File: src/rtl/imm_extend_seq_if.sv
// Request/response bundle for the sequential immediate extender.
// The decode stage is the master: it raises requests and consumes results.
// The extender is the slave.
interface imm_extend_seq_if #(
  parameter int WIDTH = 32
) ();

  // Request side
  logic             InValid;
  logic             InReady;
  logic [1:0]       ImmSrc;
  logic [23:0]      Instr;

  // Result side
  logic             OutValid;
  logic             OutReady;
  logic [WIDTH-1:0] ExtImm;
  logic             CarryOut;
  logic             CarryValid;
  logic             ImmErr;

  modport master (
    output InValid, ImmSrc, Instr, OutReady,
    input  InReady, OutValid, ExtImm, CarryOut, CarryValid, ImmErr
  );

  modport slave (
    input  InValid, ImmSrc, Instr, OutReady,
    output InReady, OutValid, ExtImm, CarryOut, CarryValid, ImmErr
  );

endinterface

File: src/rtl/imm_extend_seq.sv
// Sequential immediate extender for the decode -> ALU operand-B path.
// Modes: 00 ARM rotated imm8, 01 zero-extended imm12, 10 branch imm24
// (sign-extended, word-scaled), 11 reserved (flags ImmErr).
// The rotated-imm8 mode rotates at most ROT_PER_CYCLE bits per cycle, so
// wide rotations take several cycles; other modes finish in one.
module imm_extend_seq #(
  parameter int WIDTH         = 32,
  parameter int ROT_PER_CYCLE = 2
) (
  input  logic              CLK,
  input  logic              RESETn,
  imm_extend_seq_if.slave   bus
);

  // Elaboration-time legality checks on the parameters.
  if ((WIDTH < 32) || ((WIDTH % 2) != 0)) begin : g_bad_width
    $error("imm_extend_seq: WIDTH must be even and >= 32");
  end
  if (!((ROT_PER_CYCLE == 1) || (ROT_PER_CYCLE == 2) || (ROT_PER_CYCLE == 4) ||
        (ROT_PER_CYCLE == 8) || (ROT_PER_CYCLE == 16))) begin : g_bad_rot
    $error("imm_extend_seq: ROT_PER_CYCLE must be 1, 2, 4, 8 or 16");
  end

  // Remaining rotate distance is 2*rot4, at most 30, so five bits suffice.
  localparam int             REM_W    = 5;
  localparam logic [REM_W-1:0] ROT_STEP = REM_W'(ROT_PER_CYCLE);

  localparam logic [1:0] MODE_ROT8  = 2'b00;
  localparam logic [1:0] MODE_ZEXT  = 2'b01;
  localparam logic [1:0] MODE_BRANCH = 2'b10;

  typedef enum logic [1:0] {
    IDLE   = 2'd0,
    ROTATE = 2'd1,
    DONE   = 2'd2
  } state_t;

  // Rotate right within WIDTH by a small distance.
  function automatic logic [WIDTH-1:0] rot_right(
    input logic [WIDTH-1:0] d,
    input logic [REM_W-1:0] amt
  );
    logic [2*WIDTH-1:0] dbl;
    dbl = {d, d} >> amt;
    return dbl[WIDTH-1:0];
  endfunction

  // Sign-extend the 24-bit branch offset and scale it to a byte offset.
  function automatic logic [WIDTH-1:0] ext_branch(input logic [23:0] off);
    logic signed [WIDTH-1:0] wide_s;
    wide_s = {{(WIDTH-24){off[23]}}, off};
    return wide_s <<< 2;
  endfunction

  // Zero-extend a 12-bit field.
  function automatic logic [WIDTH-1:0] ext_zero12(input logic [11:0] f);
    return {{(WIDTH-12){1'b0}}, f};
  endfunction

  // Zero-extend an 8-bit field.
  function automatic logic [WIDTH-1:0] ext_zero8(input logic [7:0] f);
    return {{(WIDTH-8){1'b0}}, f};
  endfunction

  state_t           state, next_state;

  // Working rotator contents and remaining distance.
  logic [WIDTH-1:0] data_p0;
  logic [REM_W-1:0] rem_p0;

  // Registered outputs.
  logic             in_ready;
  logic             out_valid;
  logic [WIDTH-1:0] ext_imm;
  logic             carry_out;
  logic             carry_valid;
  logic             imm_err;

  // Decoded capture values and one rotator step.
  logic             accept;
  logic             handoff;
  logic [WIDTH-1:0] cap_data;
  logic [REM_W-1:0] cap_rem;
  logic             cap_err;
  logic [REM_W-1:0] step;
  logic [WIDTH-1:0] rot_data;
  logic [REM_W-1:0] rot_rem;

  assign accept  = bus.InValid & in_ready;
  assign handoff = out_valid & bus.OutReady;

  // Decode the incoming instruction into an initial value and rotate distance.
  always_comb begin
    cap_data = '0;
    cap_rem  = '0;
    cap_err  = 1'b0;
    case (bus.ImmSrc)
      MODE_ROT8: begin
        cap_data = ext_zero8(bus.Instr[7:0]);
        cap_rem  = {bus.Instr[11:8], 1'b0};
      end
      MODE_ZEXT: begin
        cap_data = ext_zero12(bus.Instr[11:0]);
      end
      MODE_BRANCH: begin
        cap_data = ext_branch(bus.Instr);
      end
      default: begin
        cap_err = 1'b1;
      end
    endcase
  end

  // One rotator step: clip the distance to the per-cycle limit.
  always_comb begin
    step     = (rem_p0 < ROT_STEP) ? rem_p0 : ROT_STEP;
    rot_data = rot_right(data_p0, step);
    rot_rem  = rem_p0 - step;
  end

  // FSM state register.
  always_ff @(posedge CLK or negedge RESETn) begin
    if (!RESETn) begin
      state <= IDLE;
    end else begin
      state <= next_state;
    end
  end

  // FSM next-state logic.
  always_comb begin
    next_state = state;
    case (state)
      IDLE: begin
        if (accept) begin
          next_state = (cap_rem == '0) ? DONE : ROTATE;
        end
      end
      ROTATE: begin
        if (rot_rem == '0) begin
          next_state = DONE;
        end
      end
      DONE: begin
        if (handoff) begin
          next_state = IDLE;
        end
      end
      default: begin
        next_state = IDLE;
      end
    endcase
  end

  // Handshake flags are registered copies of the upcoming state, so InReady
  // stays low through reset and rises on the first edge after release.
  always_ff @(posedge CLK or negedge RESETn) begin
    if (!RESETn) begin
      in_ready  <= 1'b0;
      out_valid <= 1'b0;
    end else begin
      in_ready  <= (next_state == IDLE);
      out_valid <= (next_state == DONE);
    end
  end

  // Datapath: capture on accept, rotate while busy, publish the result on
  // entry to DONE. ExtImm/CarryOut keep their old value until then.
  always_ff @(posedge CLK or negedge RESETn) begin
    if (!RESETn) begin
      data_p0     <= '0;
      rem_p0      <= '0;
      ext_imm     <= '0;
      carry_out   <= 1'b0;
      carry_valid <= 1'b0;
      imm_err     <= 1'b0;
    end else begin
      case (state)
        IDLE: begin
          if (accept) begin
            data_p0     <= cap_data;
            rem_p0      <= cap_rem;
            carry_valid <= (cap_rem != '0);
            imm_err     <= cap_err;
            if (cap_rem == '0) begin
              ext_imm   <= cap_data;
              carry_out <= 1'b0;
            end
          end
        end
        ROTATE: begin
          data_p0 <= rot_data;
          rem_p0  <= rot_rem;
          if (rot_rem == '0) begin
            ext_imm   <= rot_data;
            carry_out <= rot_data[WIDTH-1];
          end
        end
        default: begin
        end
      endcase
    end
  end

  assign bus.InReady    = in_ready;
  assign bus.OutValid   = out_valid;
  assign bus.ExtImm     = ext_imm;
  assign bus.CarryOut   = carry_out;
  assign bus.CarryValid = carry_valid;
  assign bus.ImmErr     = imm_err;

endmodule
File: src/flat_wrapper.sv
// flat-port wrapper written by rule: the top's interface ports become plain ports
module imm_extend_seq_flat 
#(
  parameter int WIDTH         = 32,
  parameter int ROT_PER_CYCLE = 2
)
  (CLK, RESETn, bus_InValid, bus_ImmSrc, bus_Instr, bus_OutReady, bus_InReady, bus_OutValid, bus_ExtImm, bus_CarryOut, bus_CarryValid, bus_ImmErr);
  imm_extend_seq_if #(.WIDTH(WIDTH)) bus_i ();
  input  logic CLK;
  input  logic RESETn;
  input wire logic [$bits(bus_i.InValid)-1:0] bus_InValid;
  input wire logic [$bits(bus_i.ImmSrc)-1:0] bus_ImmSrc;
  input wire logic [$bits(bus_i.Instr)-1:0] bus_Instr;
  input wire logic [$bits(bus_i.OutReady)-1:0] bus_OutReady;
  output wire logic [$bits(bus_i.InReady)-1:0] bus_InReady;
  output wire logic [$bits(bus_i.OutValid)-1:0] bus_OutValid;
  output wire logic [$bits(bus_i.ExtImm)-1:0] bus_ExtImm;
  output wire logic [$bits(bus_i.CarryOut)-1:0] bus_CarryOut;
  output wire logic [$bits(bus_i.CarryValid)-1:0] bus_CarryValid;
  output wire logic [$bits(bus_i.ImmErr)-1:0] bus_ImmErr;
  assign bus_i.InValid = bus_InValid;
  assign bus_i.ImmSrc = bus_ImmSrc;
  assign bus_i.Instr = bus_Instr;
  assign bus_i.OutReady = bus_OutReady;
  assign bus_InReady = bus_i.InReady;
  assign bus_OutValid = bus_i.OutValid;
  assign bus_ExtImm = bus_i.ExtImm;
  assign bus_CarryOut = bus_i.CarryOut;
  assign bus_CarryValid = bus_i.CarryValid;
  assign bus_ImmErr = bus_i.ImmErr;
  imm_extend_seq #(.WIDTH(WIDTH), .ROT_PER_CYCLE(ROT_PER_CYCLE)) u_core (.CLK(CLK), .RESETn(RESETn), .bus(bus_i));
endmodule
File: config.mk
export PLATFORM = sky130hd
export DESIGN_NAME = imm_extend_seq_flat
export DESIGN_NICKNAME = d
export VERILOG_FILES = /design/src/rtl/imm_extend_seq_if.sv /design/src/rtl/imm_extend_seq.sv /design/src/flat_wrapper.sv
export SDC_FILE = /design/constraint.sdc
export NUM_CORES = 1
export LEC_CHECK = 0
export BUFFER_PORTS_ARGS = -buffer_cell sky130_fd_sc_hd__buf_4
export CORE_UTILIZATION = 51
export DETAILED_ROUTE_END_ITERATION = 8
export PLACE_DENSITY_LB_ADDON = 0.12
export SLEW_MARGIN = 30
export SYNTH_ARGS = -nofsm -noshare
export SYNTH_HDL_FRONTEND = slang
export SYNTH_SLANG_ARGS = --single-unit
export TNS_END_PERCENT = 100
File: constraint.sdc
create_clock -name CLK -period 2.6 [get_ports CLK]
set_input_delay 0.26 -clock CLK [delete_from_list [all_inputs] [get_ports CLK]]
set_output_delay 0.26 -clock CLK [all_outputs]
set_load 0.05 [all_outputs]
==> key figures <==
Critical path
  • R2R depth: 7
  • Crit Path Category: flop to flop
  • Reg2reg end: u_core.bus.ExtImm[10]
  • CP Buf/Inv Count: 1
  • Startpoint types: flop
  • Slowest CP cell: dfrtp_1
  • CP Data Required Time: 2.84 ns
  • Critical path origin: u_core.rem_p0[1]
  • Total stage count of the critical path: 7
  • Cell Chain, Critical Path: or2_2 -> ha_1 -> nor3b_1 -> a21oi_1 -> o41ai_4 -> buf_4 -> mux2_1
  • Critical R2R Launch: u_core.rem_p0[1]
  • Setup slack, reg-to-reg: 0.14 ns
  • CP endpoint kind: flop
  • Worst-path maximum fanout: 12
  • CP top delay family: simple AND/OR/NAND/NOR gates
  • Worst path max stage delay: 0.50 ns
  • Critical Path AT: 2.70 ns
  • CP endpoint: u_core.bus.ExtImm[10]

Layout
  • Fillers: 651
  • Fin area: 0.00500 mm^2
  • Nets: 479
  • Area overhead of the layout relative to synthesis: 21.3%
  • Multi-input logic area: 0.00204 mm^2
  • Layout cell share with drive strength beyond 1: 31.3%
  • Register area: 0.00190 mm^2
  • # diodes: 0

Die
  • Total core area: 0.00777 mm^2
  • Starting Density: 53.0%
  • I/O Pins: 67
  • DIE AREA: 0.00844 mm^2
  • Die Y: 91.9 um
  • FP Rows: 32
  • Die width: 91.9 um

Clock network
  • CTS resizes: 0
  • Total CTS buffers: 9
  • Skew-Pair Late Insertion Delay: 0.36 ns
  • Clock Tree Root: clkbuf_8
  • Clock tree buffer depth: 2
  • Clock transition at path regs: 0.08 ns
  • Clock sinks: 76
  • TritonCTS clock tree: yes
  • H-tree Lvls: 3

Route
  • Final WL: 9.92 mm
  • Vias per inst: 6.10
  • Initial DRC Count: 213
  • Detail Route Antenna Nets: 0
  • DRC viols: 0
  • Via count: 3383
  • DR WL/cell: 17.9 um
  • Pre-antenna DRT Iters: 5

Timing
  • Max Slew Vio Count: 0
  • Clock skew: 0.00719 ns
  • Final setup viols: 0
  • F_max: 0.407 GHz
  • Final hold vios: 0
  • Setup TNS: 0 ns
  • RSZ-0062 raised after global routing: no
  • Period utilization: 94.5%
  • Period minus WS final: 2.46 ns
  • Slew @ Worst Pin: 0.703 ns
  • Relative slew slack: 53.1%

Yosys
  • Syn Inst Count: 386
  • Synth area leaders: dfrtp_1, mux2_2, mux2_1
  • Post-synth net total: 417
  • Synth warn: 0
  • Post-synthesis sequential area ratio: 46.2%
  • Avg Synthesized Cell Area: 10.7 um^2
  • Top cell type's share of synthesized area: 46.2%
  • Cell taking the most area after synthesis: dfrtp_1
  • Cell Area, Synth: 0.00412 mm^2
  • Post-synth EDFFs: 0
  • Cell variety after synth: 46
  • Async S/R FF share, synth: 100%
  • Post-synth top flop: dfrtp_1
  • Post-synthesis register bit count: 76

Place
  • IO buf count: 66
  • Final HPWL DP: 6.59 mm
  • GP Congestion: 0.851
  • Area after DPL: 0.00476 mm^2

GRT
  • Vias in the first global route: 3239
  • First-pass GRT wire length: 16.2 mm
  • GRT Util Overall: 24.8%
  • Initial antenna violation count: 0
  • Grt ovf: 0
  • Largest net degree at the start of global routing: 77

Pwr
  • Power Dens Cells: 1260 mW/mm^2
  • Worst vdd ir: 0.589 mV
  • Static leakage: 0.00235 uW
  • Pwr Total: 6280 uW

Run
  • Max cap viols: 0

Status
  • Status: finished, final reports clean

Worst hold path
  • Hold/Removal Path Class: input pin to flop
final cells by class:
cell class	count	share of cell area (%)
clock buffer	11	3.03
clock inverter	5	1.35
inverter	15	1.13
multi-input combinational	263	40.8
sequential	76	38.0
tap	102	2.55
timing repair buffer	83	13.1
worst reg2reg max path, stage by stage (launching register included):
cell and delay, ns:
dfrtp_1 0.50, or2_2 0.34, ha_1 0.26, nor3b_1 0.20, a21oi_1 0.11, o41ai_4 0.31
buf_4 0.29, mux2_1 0.34
logic make-up (layout without fill, tap and decap cells):
| logic type | Yosys count | in the layout | synth area share, % |
|---|---|---|---|
| mux | 63 | 63 | 16.8 |
| flops | 76 | 76 | 46.2 |
| simple gates | 89 | 89 | 10.6 |
| fa+ha+maj | 1 | 1 | 0.304 |
| buf+inv | 47 | 114 | 4.59 |
| other cells | 1 | 1 | 0.0910 |
| compound gates | 109 | 109 | 21.5 |
layer usage:
metal  vias to the layer above  GRT usage [%]  part of all wire (%)
li1                       1582              -                     -
met1                      1668           33.5                    44
met2                       126           40.4                    49
met3                         7           4.39                   6.0
met4                         0           8.46                  0.88
met5                         -              0                     0
what timing repair did:
item,CTS,global route
buffers inserted,0,0
hold buffers,0,1
hold endpoints to repair,0,69
synth_stat cells (2+ instances only):
master / count
a311oi_1: 2
o21ai_0: 16
a21o_1: 3
nand3_1: 3
nor3_1: 6
and3_1: 2
nor2b_1: 9
a32o_1: 4
mux2_1: 14
o211ai_1: 3
mux2i_1: 15
nor2_1: 16
a221oi_1: 14
o41a_1: 2
inv_1: 15
mux2_2: 34
o31ai_1: 7
a21oi_1: 9
buf_4: 3
o2111a_1: 11
nand2b_1: 14
a31oi_1: 5
a211oi_1: 6
nor4_1: 2
dfrtp_1: 76
clkbuf_1: 27
a221o_1: 8
or2_2: 5
a2111oi_0: 2
a22o_1: 3
o2bb2ai_1: 5
o41ai_1: 3
nand2_1: 29
cell usage in the layout, fill, tap and decap left out, drive strengths merged, types with 3 or more instances in the layout:
cell type  Yosys  layout
a221o          8       8
o41ai          4       4
a32o           4       4
a21o           3       3
dfrtp         76      76
o211ai         3       3
nor2          16      16
o31ai          7       7
o2bb2ai        5       5
nor3           6       6
buf            5      82
a22o           3       3
a221oi        14      14
a31oi          5       5
clkbuf        27      11
o2111a        11      11
or2            5       5
a211oi         6       6
nor2b          9       9
o21ai         16      16
nand3          3       3
nand2         29      29
mux2          48      48
a21oi          9       9
mux2i         15      15
nand2b        14      14
inv           15      17
power breakdown:
part / total (uW) / internal [uW] / switching (uW)
clock: 992 / 510 / 482
combinational: 3150 / 1190 / 1960
sequential: 2130 / 1700 / 434
registers in the layout, summed over array words and instances (netlist names):
name and count:
u_core.bus.CarryOut 1, u_core.bus.CarryValid 1, u_core.bus.ExtImm 32, u_core.bus.ImmErr 1
u_core.bus.InReady 1, u_core.bus.OutValid 1, u_core.data_p0 32, u_core.rem_p0 5
u_core.state 2
how the worst min path moves through the flow:
stage                                        to  slack, ns  depth (start not counted)                   from
after detailed placement  u_core.bus.CarryValid       0.47                          2  u_core.bus.CarryValid
final                         u_core.bus.ImmErr       0.21                          3          bus_ImmSrc[0]
after global placement        u_core.bus.ImmErr       0.46                          2      u_core.bus.ImmErr
after floorplan             u_core.bus.CarryOut      -0.04                          0                 RESETn
after global routing           u_core.rem_p0[1]       0.21                          3           bus_Instr[8]
after CTS                 u_core.bus.ExtImm[16]       0.09                          1                 RESETn
per-stage QoR:
step | std cells | setup slack (ns) | util (%) | hold slack (ns)
floorplan | 386 | 0.0167 | - | -0.0356
global placement | 538 | 0.226 | 61.3 | 0.462
detailed placement | 538 | 0.185 | 61.3 | 0.468
CTS | 554 | 0.166 | 64.2 | 0.0895
global route | 555 | 0.0522 | 64.4 | 0.211
finish | 555 | 0.143 | 64.4 | 0.207
Note: power is estimated with default switching activity, not from simulation.
